### config.mk
export PLATFORM = sky130hd
export DESIGN_NAME = rv_fetch
export DESIGN_NICKNAME = d
export VERILOG_FILES = /design/src/rtl/rv_fetch.sv
export SDC_FILE = /design/constraint.sdc
export NUM_CORES = 1
export LEC_CHECK = 0
export CORE_ASPECT_RATIO = 1.4
export CORE_UTILIZATION = 30
export CTS_CLUSTER_SIZE = 20
export DETAILED_ROUTE_END_ITERATION = 8
export PLACE_DENSITY_LB_ADDON = 0.2
export RECOVER_POWER = 50
export SLEW_MARGIN = 20
export SYNTH_ARGS = -nofsm -noshare
export SYNTH_HDL_FRONTEND = slang
export SYNTH_SLANG_ARGS = --single-unit
### constraint.sdc
create_clock -name clk -period 5.3 [get_ports clk]
set_input_delay 1.06 -clock clk [delete_from_list [all_inputs] [get_ports clk]]
set_output_delay 1.06 -clock clk [all_outputs]
set_load 0.03 [all_outputs]
### src/rtl/rv_fetch.sv
// rv_fetch: single-issue instruction fetch stage with a one-entry hold buffer.
//
// The stage tracks three things:
//   - pc_q: the next sequential fetch address.
//   - s1:   the request in flight; its data is on imem_instr_i this cycle.
//   - hold: a one-entry buffer that catches the s1 word when decode stalls.
// Redirects from execute take effect in the same cycle on imem_pc_o, so the
// target instruction is presented the following cycle.
//
// Optional feature macro: RV_FETCH_MISALIGN_EN
//   Defined:   a redirect to a target with bits [1:0] != 0 flushes the stage,
//              pulses misalign_o for one cycle and halts fetch until the next
//              aligned redirect.
//   Undefined: redirect target bits [1:0] are forced to zero and the
//              misalign_o port does not exist.
module rv_fetch #(
  parameter logic [63:0] RESET_PC = 64'h0
) (
  input  logic        clk,
  input  logic        rst,
  input  logic        redirect_i,
  input  logic [63:0] redirect_pc_i,
  output logic [63:0] imem_pc_o,
  input  logic [31:0] imem_instr_i,
  output logic        id_valid_o,
  input  logic        id_ready_i,
  output logic [63:0] id_pc_o,
  output logic [31:0] id_instr_o
`ifdef RV_FETCH_MISALIGN_EN
  ,
  output logic        misalign_o
`endif
);

  // --------------------------------------------------------------------------
  // State
  // --------------------------------------------------------------------------
  logic [63:0] pc_q, pc_d;
  logic        s1_valid_q, s1_valid_d;
  logic [63:0] s1_pc_q, s1_pc_d;
  logic        hold_valid_q, hold_valid_d;
  logic [63:0] hold_pc_q, hold_pc_d;
  logic [31:0] hold_instr_q, hold_instr_d;

  // --------------------------------------------------------------------------
  // Redirect target handling
  // --------------------------------------------------------------------------
  logic [63:0] redirect_tgt;
  logic        redirect_bad;   // redirect whose target is not word aligned
  logic        halted;         // fetch is stopped waiting for a good redirect

  // The low two bits never reach memory; the masked form also keeps every
  // bit of the input in use when the misalign check is compiled out.
  assign redirect_tgt = redirect_pc_i & ~64'h3;

`ifdef RV_FETCH_MISALIGN_EN
  logic halt_q, halt_d;
  logic misalign_q, misalign_d;

  assign redirect_bad = redirect_i & (redirect_pc_i[1:0] != 2'b00);
  assign halted       = halt_q;
`else
  assign redirect_bad = 1'b0;
  assign halted       = 1'b0;
`endif

  // --------------------------------------------------------------------------
  // Presentation toward decode
  // --------------------------------------------------------------------------
  logic [63:0] present_pc;
  logic [31:0] present_instr;
  logic        present_valid;
  logic        xfer;          // an instruction is handed to decode this cycle
  logic        hold_leaves;   // the hold entry is the one transferring
  logic        s1_leaves;     // the s1 entry transfers directly
  logic        stall_full;    // both entries occupied and decode not taking
  logic        issue;         // a new sequential fetch goes out this cycle

  // The hold entry is always older than s1, so it is presented first.
  assign present_pc    = hold_valid_q ? hold_pc_q    : s1_pc_q;
  assign present_instr = hold_valid_q ? hold_instr_q : imem_instr_i;
  assign present_valid = (hold_valid_q | s1_valid_q) & ~redirect_i;

  assign xfer        = present_valid & id_ready_i;
  assign hold_leaves = hold_valid_q & xfer;
  assign s1_leaves   = ~hold_valid_q & s1_valid_q & xfer;

  // With both slots full and decode stalled there is nowhere to put another
  // word, so the in-flight address is replayed instead of advancing.
  assign stall_full = hold_valid_q & s1_valid_q & ~id_ready_i;
  assign issue      = ~halted & ~stall_full;

  // Outputs are forced quiet while reset is asserted, independent of state.
  assign id_valid_o = ~rst & present_valid;
  assign id_pc_o    = rst ? 64'h0 : present_pc;
  assign id_instr_o = rst ? 32'h0 : present_instr;

`ifdef RV_FETCH_MISALIGN_EN
  assign misalign_o = ~rst & misalign_q;
`endif

  // Next-state and memory address selection; redirect overrides stall/replay.
  always_comb begin
    pc_d         = pc_q;
    s1_valid_d   = s1_valid_q;
    s1_pc_d      = s1_pc_q;
    hold_valid_d = hold_valid_q;
    hold_pc_d    = hold_pc_q;
    hold_instr_d = hold_instr_q;
    imem_pc_o    = pc_q;
`ifdef RV_FETCH_MISALIGN_EN
    halt_d       = halt_q;
    misalign_d   = 1'b0;
`endif

    if (redirect_i) begin
      // Anything already fetched belongs to the wrong path.
      hold_valid_d = 1'b0;
      if (redirect_bad) begin
        // Flush and stop; the address to memory stays at pc_q.
        s1_valid_d = 1'b0;
        imem_pc_o  = pc_q;
`ifdef RV_FETCH_MISALIGN_EN
        halt_d     = 1'b1;
        misalign_d = 1'b1;
`endif
      end else begin
        imem_pc_o  = redirect_tgt;
        s1_valid_d = 1'b1;
        s1_pc_d    = redirect_tgt;
        pc_d       = redirect_tgt + 64'd4;
`ifdef RV_FETCH_MISALIGN_EN
        halt_d     = 1'b0;
`endif
      end
    end else begin
      // Address side: new fetch, idle while halted, or replay of s1.
      if (issue) begin
        imem_pc_o  = pc_q;
        s1_valid_d = 1'b1;
        s1_pc_d    = pc_q;
        pc_d       = pc_q + 64'd4;
      end else if (halted) begin
        imem_pc_o  = pc_q;
        s1_valid_d = 1'b0;
      end else begin
        // Memory re-delivers the same word next cycle; s1 stays as is.
        imem_pc_o  = s1_pc_q;
      end

      // Hold side: capture the s1 word if it is not consumed now and the
      // hold slot is free (or is being freed by this cycle's transfer).
      if (s1_valid_q && !s1_leaves && (!hold_valid_q || hold_leaves)) begin
        hold_valid_d = 1'b1;
        hold_pc_d    = s1_pc_q;
        hold_instr_d = imem_instr_i;
      end else if (hold_leaves) begin
        hold_valid_d = 1'b0;
      end
    end
  end

  // State registers with synchronous reset that discards all entries.
  always_ff @(posedge clk) begin
    if (rst) begin
      pc_q         <= RESET_PC;
      s1_valid_q   <= 1'b0;
      s1_pc_q      <= 64'h0;
      hold_valid_q <= 1'b0;
      hold_pc_q    <= 64'h0;
      hold_instr_q <= 32'h0;
    end else begin
      pc_q         <= pc_d;
      s1_valid_q   <= s1_valid_d;
      s1_pc_q      <= s1_pc_d;
      hold_valid_q <= hold_valid_d;
      hold_pc_q    <= hold_pc_d;
      hold_instr_q <= hold_instr_d;
    end
  end

`ifdef RV_FETCH_MISALIGN_EN
  // Halt flag and one-cycle misalign pulse.
  always_ff @(posedge clk) begin
    if (rst) begin
      halt_q     <= 1'b0;
      misalign_q <= 1'b0;
    end else begin
      halt_q     <= halt_d;
      misalign_q <= misalign_d;
    end
  end
`endif

endmodule

* After elaboration in Yosys (flattened, before gate mapping)
Cells that the tools add are included.
W data, S select, Z words.
** Operators by class
- Eq/ne operators :: 1
- Muxes and demuxes :: 12
- Bitwise logic cells :: 13
- Add/sub/neg operators :: 2
- Reduce and logical (&&, ||, !) cells :: 8
** Operators by type and width (number)
- $mux W64 :: 6
- $add A64 B3 Y64 const B :: 2
- $mux W32 :: 2
- $and A1 B1 Y1 :: 8
- $mux W1 :: 4
- $not A1 Y1 :: 4
- $logic_and A1 B1 Y1 :: 2
- $logic_not A1 Y1 :: 2
- $ne A2 B2 Y1 const B :: 1
- $reduce_and A2 Y1 :: 1
- $reduce_bool A2 Y1 :: 1
- $reduce_or A2 Y1 :: 1
- $logic_or A1 B1 Y1 :: 1
- $or A1 B1 Y1 :: 1
** Storage, ports and cells
- Output and inout port bits :: 161
- Logic and storage cells :: 42
- Register bits after elaboration :: 226

* Depth between registers and ports, before layout
- Depth in word-level cells :: 8
- Depth in mapped cells :: 19
- Gate-level depth less buffers :: 10

* Least setup slack after synthesis
OpenSTA, ideal clock, no wires.
- Kind :: input -> register
- Start point :: in redirect_i
- End point :: reg pc_q[50]
- Setup time :: 0.132 ns
- Buffers on the path :: 9
- Setup slack :: 0.648 ns
- Stages :: 18
- Data required time :: 5.168 ns
- Arrival time :: 4.520 ns
- Cells stage by stage :: buf_6 buf_6 buf_2 buf_2 buf_2 buf_2 clkbuf_1 clkbuf_1 mux2_2 ha_1 inv_1 a221oi_2 nand4_4 or4_1 buf_4 o21a_1 o31ai_1 a21oi_1
** Between the ends
- Longest elaborated chain between the ends :: 1
** Ends and longest elaborated chain
- start: declaration :: RTL line 21 : input logic redirect_i,
- $ne A2 B2 Y1 (no line) / $mux W64 (equally long branches)
- end signal: assignment :: RTL line 173 : pc_q <= pc_d;
- end: declaration :: RTL line 38 : logic [63:0] pc_q, pc_d;
Parallel ways exist; a longest one is shown, timed or not.
A chain may end at the register's enable or synchronous reset.

* Final worst setup path
- Start point :: in id_ready_i
- End point :: out imem_pc_o[5]
** Between the ends
- Longest elaborated chain between the ends :: 4
** Ends and longest elaborated chain
- start: declaration :: RTL line 26 : input logic id_ready_i,
- $not A1 Y1 :: RTL line 90 : assign stall_full = hold_valid_q & s1_valid_q & ~id_ready_i;
- $and A1 B1 Y1 :: RTL line 90
- $mux W64 (2 in a row)
- end: declaration :: RTL line 23 : output logic [63:0] imem_pc_o,
Every way passes these cells.

==> summary.md <==
| Metric | Value |
|---|---|
| Status | finished, violations left |
| Failing checks | capacitance limit, slew limit |
| Clk slew on worst S/H paths | 0.06 ns |
| Slowest cell on crit path | clkdlybuf4s50_1 |
| Crit path kind | primary input to primary output |
| Diode count | 0 |
| Async S/R FF share, synth | 0% |
| Placed cells | between 2000 and 2500 |
| GRT overflow | 0 |
| Overall Power | approximately 4.4 mW |
| Setup repair bufs after CTS | 0 |
| Tcrit/Tclk final | approximately 92% |
| First-pass GRT wire length | 69480 um |
| CP peak stage delay | 0.73 ns |
| Syn nets | around 1800 |
| WL per Instance | roughly 18 um |
| H-tree depth reported by CTS | 1 |
| Hold WC Path Type | flip-flop to flip-flop |
| First-pass iteration count of the detailed router | 5 |
| Most common cell in the synthesized netlist | nand2_1 |
| DP HPWL | 31580 um |
| Max VDD drop | 0.1988 mV |
| Power per cell area | 257.9 mW/mm^2 |
| Worst-Margin Slew | 2.085 ns |
| Sequential fraction of the synthesis area | 34.15% |
| Initial antenna violation count | 0 |
| Crit path cell chain | dlygate4sd3_1 -> inv_1 -> and3_4 -> buf_4 -> mux2i_1 -> o21ai_0 -> clkdlybuf4s50_1 |
| TritonCTS clock tree | yes |
| Via density | roughly 5.1 |
| Vert. Die Dim | about 250 um |
| DRT antenna net count | 0 |
| Vias after detailed routing | approximately 13000 |
| Main combinational cell family by area after synthesis | simple AND/OR/NAND/NOR gates |
| Final Max Tran Viols | 50 |
| Fmax | 205.8 MHz |
| Final setup fails | 0 |
| Number of hold buffers added after cts | 0 |
| Post-Route WL | 44730 um |
| Max Cap Viol | 1 |
| Synth area leader | dfxtp_1 |
| Synth Warn # | 0 |
| Synth top area share | 34.15% |
| R2R setup slack | between 0.7 and 0.8 ns |
| Synth Flop Type | dfxtp_1 |
| Std cell rows | 90 |
| Crit path capture type | primary output |
| Mux share of post-synthesis cell area | between 10% and 20% |
| Simple-gate share of the synthesized area | 28.31% |
| CTS sink count | 224 |
| Die Span X | 178.8 um |
| Xor/xnor cell area share of the yosys netlist | about 7.2% |
| Setup TNS | 0 ns |
| Synth top area cells | dfxtp_1, mux2i_1, nand2_1, nor2_1, a21oi_1 |
| CTS Buf Count | 26 |
| Critical path peak fanout | 35 |
| Lkg Pwr | 5.726 nW |
| Compound-Gate Fraction of Synth Area | 13.83% |
| Hold path cells | 2 |
| Reg2reg end | hold_pc_q[8] |
| Fin util | 39.18% |
| Mapped Avg Cell Area | between 7 and 8 sq um |
| Remaining DRCs | 0 |
| R2r startpoint | hold_valid_q |
| Mapped Area | 0.01313 sq mm |
| Adder-Cell Fraction of Synth Area | 0.09529% |
| Startpoint type of the worst setup path | primary input |
| Final hold vios | 0 |
| 1st-iter DRT viols | between 700 and 800 |
| Crit. Startpoint | id_ready_i |
| Number of synthesized flops with an enable pin | 0 |
| Clock Skew | 0.01311 ns |
| Max clock buf depth | 3 |
| Slew HR | -38.99% |
| Most frequent cells after synthesis | nand2_1, dfxtp_1, nor2_1 |
| CP Data Required Time | 4.24 ns |
| Clk_lat worst skew | 0.54 ns |
| GRT Total Usage | 19.66% |
| Post-CTS resize count | 0 |
| Final nets | 2012 |
| Initial core utilization | between 30% and 40% |
| Largest net degree at the start of global routing | roughly 110 |
| Mapped Cells | 1716 |
| Hold Crit Endpoint | hold_pc_q[11] |
| Unique masters post-synth | 64 |
| Share of cells above drive strength 1 | between 4 and 5% |
| WP data arrival | approximately 3.8 ns |
| Ports | 261 |
| Hold slack | 0.4525 ns |
| Clk Tree Root Cell | clkbuf_16 |
| Worst hold start | hold_pc_q[11] |
| Fin crit period | 4.859 ns |
| IO buf count | between 200 and 300 |
| Yosys reg bits | 224 |
| Cells on worst reg2reg path | 6 |
| Die area | approximately 0.045 sq mm |
| Area grow syn2layout | 28.69% |
| Non-filler instance count after layout | 2479 |
| CORE AREA | 0.04313 sq mm |
| RSZ-0062 raised after global routing | no |
| GP Congestion | 0.8632 |
| Vias in the first global route | 12210 |
how the worst max path moves through the flow:
| stage | to | cells after the start |
|---|---|---|
| after floorplan | pc_q[50] | 18 |
| after global placement | imem_pc_o[5] | 7 |
| after detailed placement | imem_pc_o[5] | 7 |
| after CTS | imem_pc_o[5] | 7 |
| after global routing | imem_pc_o[9] | 7 |
| final | imem_pc_o[5] | 7 |
logic make-up after synthesis:
| kind of cell | count (synthesis) |
|---|---|
| buffers and inverters | 140 |
| DFF | 224 |
| adders and majority gates | 1 |
| AOI/OAI and AO/OA | 310 |
| xor gates and xnor gates | 108 |
| and+or+nand+nor | 780 |
| muxes | 153 |
cell type report:
cell class / count / area, sq um
Clock buffer: 40 / 754.5
Clock inverter: 4 / 20.02
Fill cell: 4520 / 26230
Inverter: 14 / 52.55
Multi-Input combinational cell: 1352 / 8005
Sequential cell: 224 / 4488
Tap cell: 552 / 690.7
Timing Repair Buffer: 293 / 2887
where the power goes:
group | internal, mW | switching [mW]
Sequential | 1.76 | 0.0803
Clock | 0.969 | 0.726
Combinational | 0.338 | 0.483
placed cells by master (no fill, tap or decap), types with 3 or more instances in the layout:
cell	instances
nor3_1	27
nand3b_1	27
clkdlybuf4s50_1	253
a22oi_1	14
clkbuf_8	4
dlygate4sd3_1	3
dfxtp_1	223
or4_1	3
a211oi_1	30
xor2_1	47
clkinv_2	4
nand4_1	27
o21a_1	3
nand3_1	75
inv_1	12
o21ai_0	94
mux2i_1	151
buf_4	23
clkbuf_16	27
buf_12	5
nand4b_1	5
and3_1	7
xnor2_1	61
nor4_1	11
a31oi_1	4
nor2_1	163
and2_0	54
a22oi_2	5
and2_1	17
nand2b_1	3
a221oi_1	3
nor3_2	5
o21ai_1	3
a21oi_1	120
nand2_1	335
o22ai_1	22
clkbuf_1	17
through the flow:
step | area [sq um] | setup slack (ns)
floorplan | 13130 | 0.6482
global placement | 16200 | 0.5794
detailed placement | 16200 | 0.5460
CTS | 16980 | 0.5466
global route | 16900 | 0.2886
finish | 16900 | 0.4411
layer usage:
layer | GRT usage, % | share of wire, % | up-vias
met2 | 34.74 | 50 | 343
li1 | - | - | 6301
met4 | 4.939 | 1.8 | 0
met3 | 2.026 | 4.6 | 54
met5 | 0 | 0 | -
met1 | 25.05 | 43 | 6047
sequential cells by signal, summed over array words and instances (netlist names):
| name | flops |
|---|---|
| hold_valid_q | 1 |
| s1_valid_q | 1 |
| hold_pc_q | 64 |
| pc_q | 62 |
| hold_instr_q | 32 |
| s1_pc_q | 64 |
worst max-delay path, delay by kind of cell:
kind,cells,cell delay (ns)
muxes,1,0.09
and+or+nand+nor,1,0.58
AOI/OAI and AO/OA,1,0.27
buffers and inverters,4,1.78
(Power assumes the default switching activity.)
==> patch 1 (same flow settings) <==
`hold_pc_q` no longer has a reset.
--- a/src/rtl/rv_fetch.sv
+++ b/src/rtl/rv_fetch.sv
@@ -167,16 +167,18 @@
       s1_valid_q   <= 1'b0;
       s1_pc_q      <= 64'h0;
       hold_valid_q <= 1'b0;
-      hold_pc_q    <= 64'h0;
       hold_instr_q <= 32'h0;
     end else begin
       pc_q         <= pc_d;
       s1_valid_q   <= s1_valid_d;
       s1_pc_q      <= s1_pc_d;
       hold_valid_q <= hold_valid_d;
-      hold_pc_q    <= hold_pc_d;
       hold_instr_q <= hold_instr_d;
     end
+  end
+
+  always_ff @(posedge clk) begin
+    hold_pc_q <= hold_pc_d;
   end
 
 `ifdef RV_FETCH_MISALIGN_EN
Behaviour: no difference found for any inputs over 4 cycles, from zero or initial values and one cycle with rst high; that may be too few to reach the edited logic, so the function may still have changed.
==> patch 1 against the unedited design <==
The run still ends with max-capacitance violations, max-slew violations left; sequential share of layout area is 4.2 points higher; synthesized cell count down 15%; sequential power is 5% higher; critical path depth fell by 3; clock skew is 0.0049 ns higher; maximum frequency up 0.18%; sequential cell count is the same; worst hold slack is essentially flat; global-route usage shrank 1.2 points; final area shrank 1.4%; wire length decreased by 8.9%; power increased by 7.9%; worst setup slack better by 0.0086 ns; area after synthesis decreased by 3.3%; critical path type unchanged; largest cell class unchanged.
==> patch 1: results (changes against the unedited design) <==
| Metric | Value |
|---|---|
| Status | complete, but fails checks |
| Violated checks | max-capacitance violations, max-slew violations |
| Highest clock rate | 206.2 MHz (+0.18%) |
| Sequential area share after synthesis | 40.38% (+6.2 points) |
| Fill cell count | 4176 (-7.6%) |
| Post-Synth XOR/XNOR Area | 8.074% (+0.87 points) |
| Nets@finish | 1781 (-11%) |
| CP max stage cell | clkbuf_2 |
| Pin count of the biggest net entering global routing | 117 (+8.3%) |
| Met2 routed WL | 20770 um (-7.9%) |
| Share of layout cells above drive strength 1 | 5.412% (+0.64 points) |
| Worst VDD drop | 0.2317 mV (+17%) |
| Max incr delay on CP | 1.07 ns (+0.34 ns) |
| Synth Net Count | 1568 (-14%) |
| Post-synthesis cell count | 1467 (-15%) |
| Post-synth EDFFs | 64 (+64) |
| End of the worst hold path | hold_pc_q[21] |
| Count of pins over their slew limit | 124 (+150%) |
| Worst r2r path cells | 7 (+1) |
| Hold depth | 0 (-2) |
| Clock skew | 0.01799 ns (+0.004878 ns) |
| Adder-Cell Fraction of Synth Area | 0.09858% (+0.0033 points) |
| Commonest cells in the netlist | 195 x nand2_1, 171 x nor2_1, 160 x dfxtp_1, 160 x mux2i_1, 83 x o21ai_0 |
| Max cap viols | 2 (+1) |
| R2R setup slack | 1.73 ns (+0.94 ns) |
-- patch 1: area by class of cell --
class / count / area (um2) / share of cell area, %
Inverter: 9 / 33.78 / 0.2027
Multi-Input combinational cell: 1130 / 7063 / 42.38
Sequential cell: 224 / 5129 / 30.77
Tap cell: 540 / 675.6 / 4.054
Clock buffer: 36 / 739.5 / 4.437
Antenna cell: 1 / 2.502 / 0.01501
Timing Repair Buffer: 289 / 2840 / 17.04
Clock inverter: 12 / 183.9 / 1.104
-- patch 1: power breakdown --
part	internal [uW]	leakage [uW]	switching, uW	total [uW]
registers	1850	0.00190	78.5	1930
clock network	1210	0.000457	756	1970
logic	339	0.00311	462	800
total	3410	0.00547	1300	4700
-- patch 1: worst max path at each step --
stage               startpoint  cells after the start             to
finish                     rst                      4     id_valid_o
global route               rst                      4     id_valid_o
CTS                 id_ready_i                      7  imem_pc_o[12]
detailed placement  id_ready_i                      7  imem_pc_o[12]
global placement    id_ready_i                      7  imem_pc_o[12]
floorplan           redirect_i                      9   hold_pc_q[0]
==> patch 2 (config.mk and constraints unchanged) <==
Made on the original files. Build with the macro `RV_FETCH_MISALIGN_EN` defined.
--- a/src/rtl/rv_fetch.sv
+++ b/src/rtl/rv_fetch.sv
@@ -13,6 +13,8 @@
 //              aligned redirect.
 //   Undefined: redirect target bits [1:0] are forced to zero and the
 //              misalign_o port does not exist.
+`define RV_FETCH_MISALIGN_EN
+
 module rv_fetch #(
   parameter logic [63:0] RESET_PC = 64'h0
 ) (
Check against the original RTL (old outputs only; new: misalign_o): not equivalent (a bounded check fails within 4 cycles, from zero or initial values and one cycle with rst high).
==> patch 2 against the unedited design <==
The run still ends with max-capacitance violations, max-slew violations left; power rose by 13%; count of clock-buffer cells in the layout is 1 higher; non-clock buffer count increased by 11; register-to-register slack better by 0.57 ns; sequential cell count fell by 2; final cell count increased by 13%; final area up 10%; area after synthesis up 10%; worst setup slack improved by 0.21 ns; global-route usage rose by 1.4 points; worst hold slack is essentially flat; wire length rose by 21%; synthesized cell count rose by 16%; critical path type unchanged.
==> patch 2: results (changes against the unedited design) <==
| Metric | Value |
|---|---|
| Status | complete, but fails checks |
| Violated checks | max-capacitance violations, max-slew violations |
| Met2 Use GR | 38.38% (+3.6 points) |
| Leakage Power | 0.006398 uW (+12%) |
| Synth unique cells | 75 (+17%) |
| Hold Crit Start | hold_pc_q[38] |
| Clock skew | 0.01706 ns (+0.003953 ns) |
| CP arrival | 3.59 ns (-0.21 ns) |
| Post-Route M1 WL | 22710 um (+18%) |
| GR Util met3 | 1.936% (-0.090 points) |
| Met2 routed WL | 26870 um (+19%) |
| GRT Overall Usage | 21.10% (+1.4 points) |
| Met3 Routed Length | 2388 um (+15%) |
| Via-to-Cell Ratio | 5.435 (+5.7%) |
| Max cap viols | 3 (+2) |
| Worst R2R End | pc_q[26] |
| Clock share of power | 41.0% (+2.1 points) |
| End of the worst hold path | hold_pc_q[38] |
| Post-CTS resize count | 0 (unchanged) |
| CP max stage cell | clkdlybuf4s50_1 |
| PD cells | 263.4 mW/mm2 (+2.2%) |
| Reg clk slew, reported paths | 0.06 ns (about the same) |
| Top post-synthesis cells by area | dfxtp_1 31%, mux2i_1 10%, nand2_1 9.5% |
| IO buf count | 257 (-0.39%) |
| Top Registers | hold_pc_q (62), pc_q (62), s1_pc_q (62) |
| First element of the critical path | id_ready_i |
| Avg WL per Cell | 19.23 um (+6.6%) |
| Share of layout cells above drive strength 1 | 6.218% (+1.4 points) |
| Switching share of power | 30.30% (+0.70 points) |
| Count of pins over their slew limit | 83 (+66%) |
| Sequential area share after synthesis | 30.65% (-3.5 points) |
| Initial antenna violation count | 1 (+1) |
| Worst VDD drop | 0.2519 mV (+27%) |
| Commonest cells in the netlist | 368 x nand2_1, 258 x nor2_1, 222 x dfxtp_1, 151 x mux2i_1, 145 x a21oi_1 |
| Max_slew headroom | -22.90% (+16 points) |
| Post-DP HPWL | 36620 um (+16%) |
| Nets@finish | 2252 (+12%) |
| Pin count of the biggest net entering global routing | 98 (-9.3%) |
| R2R setup slack | 1.36 ns (+0.57 ns) |
| Total sequential power | ~1900 uW |
| Pre-CTS WS | 0.6134 ns (+0.06733 ns) |
| Max incr delay on CP | 0.62 ns (-0.11 ns) |
| Met1 GRT Util | 25.54% (+0.49 points) |
| Critical path peak fanout | 54 (+54%) |
| GP Congestion | 0.8550 (-0.95%) |
| Critical R2R Launch | s1_valid_q |
| Number of global-route vias before repair | 14327 (+17%) |
| Initial DRC Count | 1005 (+31%) |
-- patch 2: changes by cell type after synthesis, moves of 33 or more --
| cell | before | now |
|---|---|---|
| nor2b_1 | 0 | 62 |
| a211oi_1 | 30 | 103 |
| a31oi_1 | 4 | 58 |
| nand2_1 | 335 | 368 |
| o21ai_0 | 94 | 46 |
| xnor2_1 | 61 | 23 |
| clkbuf_1 | 93 | 129 |
| and2_1 | 71 | 6 |
| nor2_1 | 163 | 258 |
-- patch 2: how the worst max path moves through the flow --
| stage | endpoint | cells past startpoint | slack, ns |
|---|---|---|---|
| finish | imem_pc_o[24] | 7 | 0.65 |
| global route | pc_q[26] | 6 | 0.43 |
| CTS | imem_pc_o[24] | 7 | 0.77 |
| detailed placement | pc_q[58] | 9 | 0.61 |
| global placement | pc_q[58] | 9 | 0.69 |
| floorplan | pc_q[56] | 18 | 0.27 |
-- patch 2: cell type report --
type	instances	area, um2
fill	4938	29290
multi-input combinational	1587	9338
sequential	222	4448
timing repair buffer	304	3022
clock buffer	41	859.6
tap	630	788.3
clock inverter	7	112.6
inverter	10	37.54
antenna	2	5.005
-- patch 2: kinds of logic (layout without fill, tap and decap cells) --
kind of cell	Yosys count	count (layout)	share of synthesized area, %
buffers and inverters	185	362	5.263
multiplexers	165	165	11.54
AO/OA/AOI/OAI	466	466	20.68
other	1	6	0.02586
flip-flops	222	222	30.65
XOR/XNOR	41	41	2.476
adder cells (fa/ha/maj)	1	1	0.08627
AND/OR/NAND/NOR	910	910	29.28
-- patch 2: metrics by stage --
step | std cells | hold WS [ns] | area (um2)
after CTS | 2800 | 0.4548 | 18650
after global placement | 2752 | 0.4411 | 17680
final | 2803 | 0.4529 | 18610
after global routing | 2802 | 0.4690 | 18610
after detailed placement | 2752 | 0.4465 | 17680
after floorplan | 1994 | 0.4360 | 14510
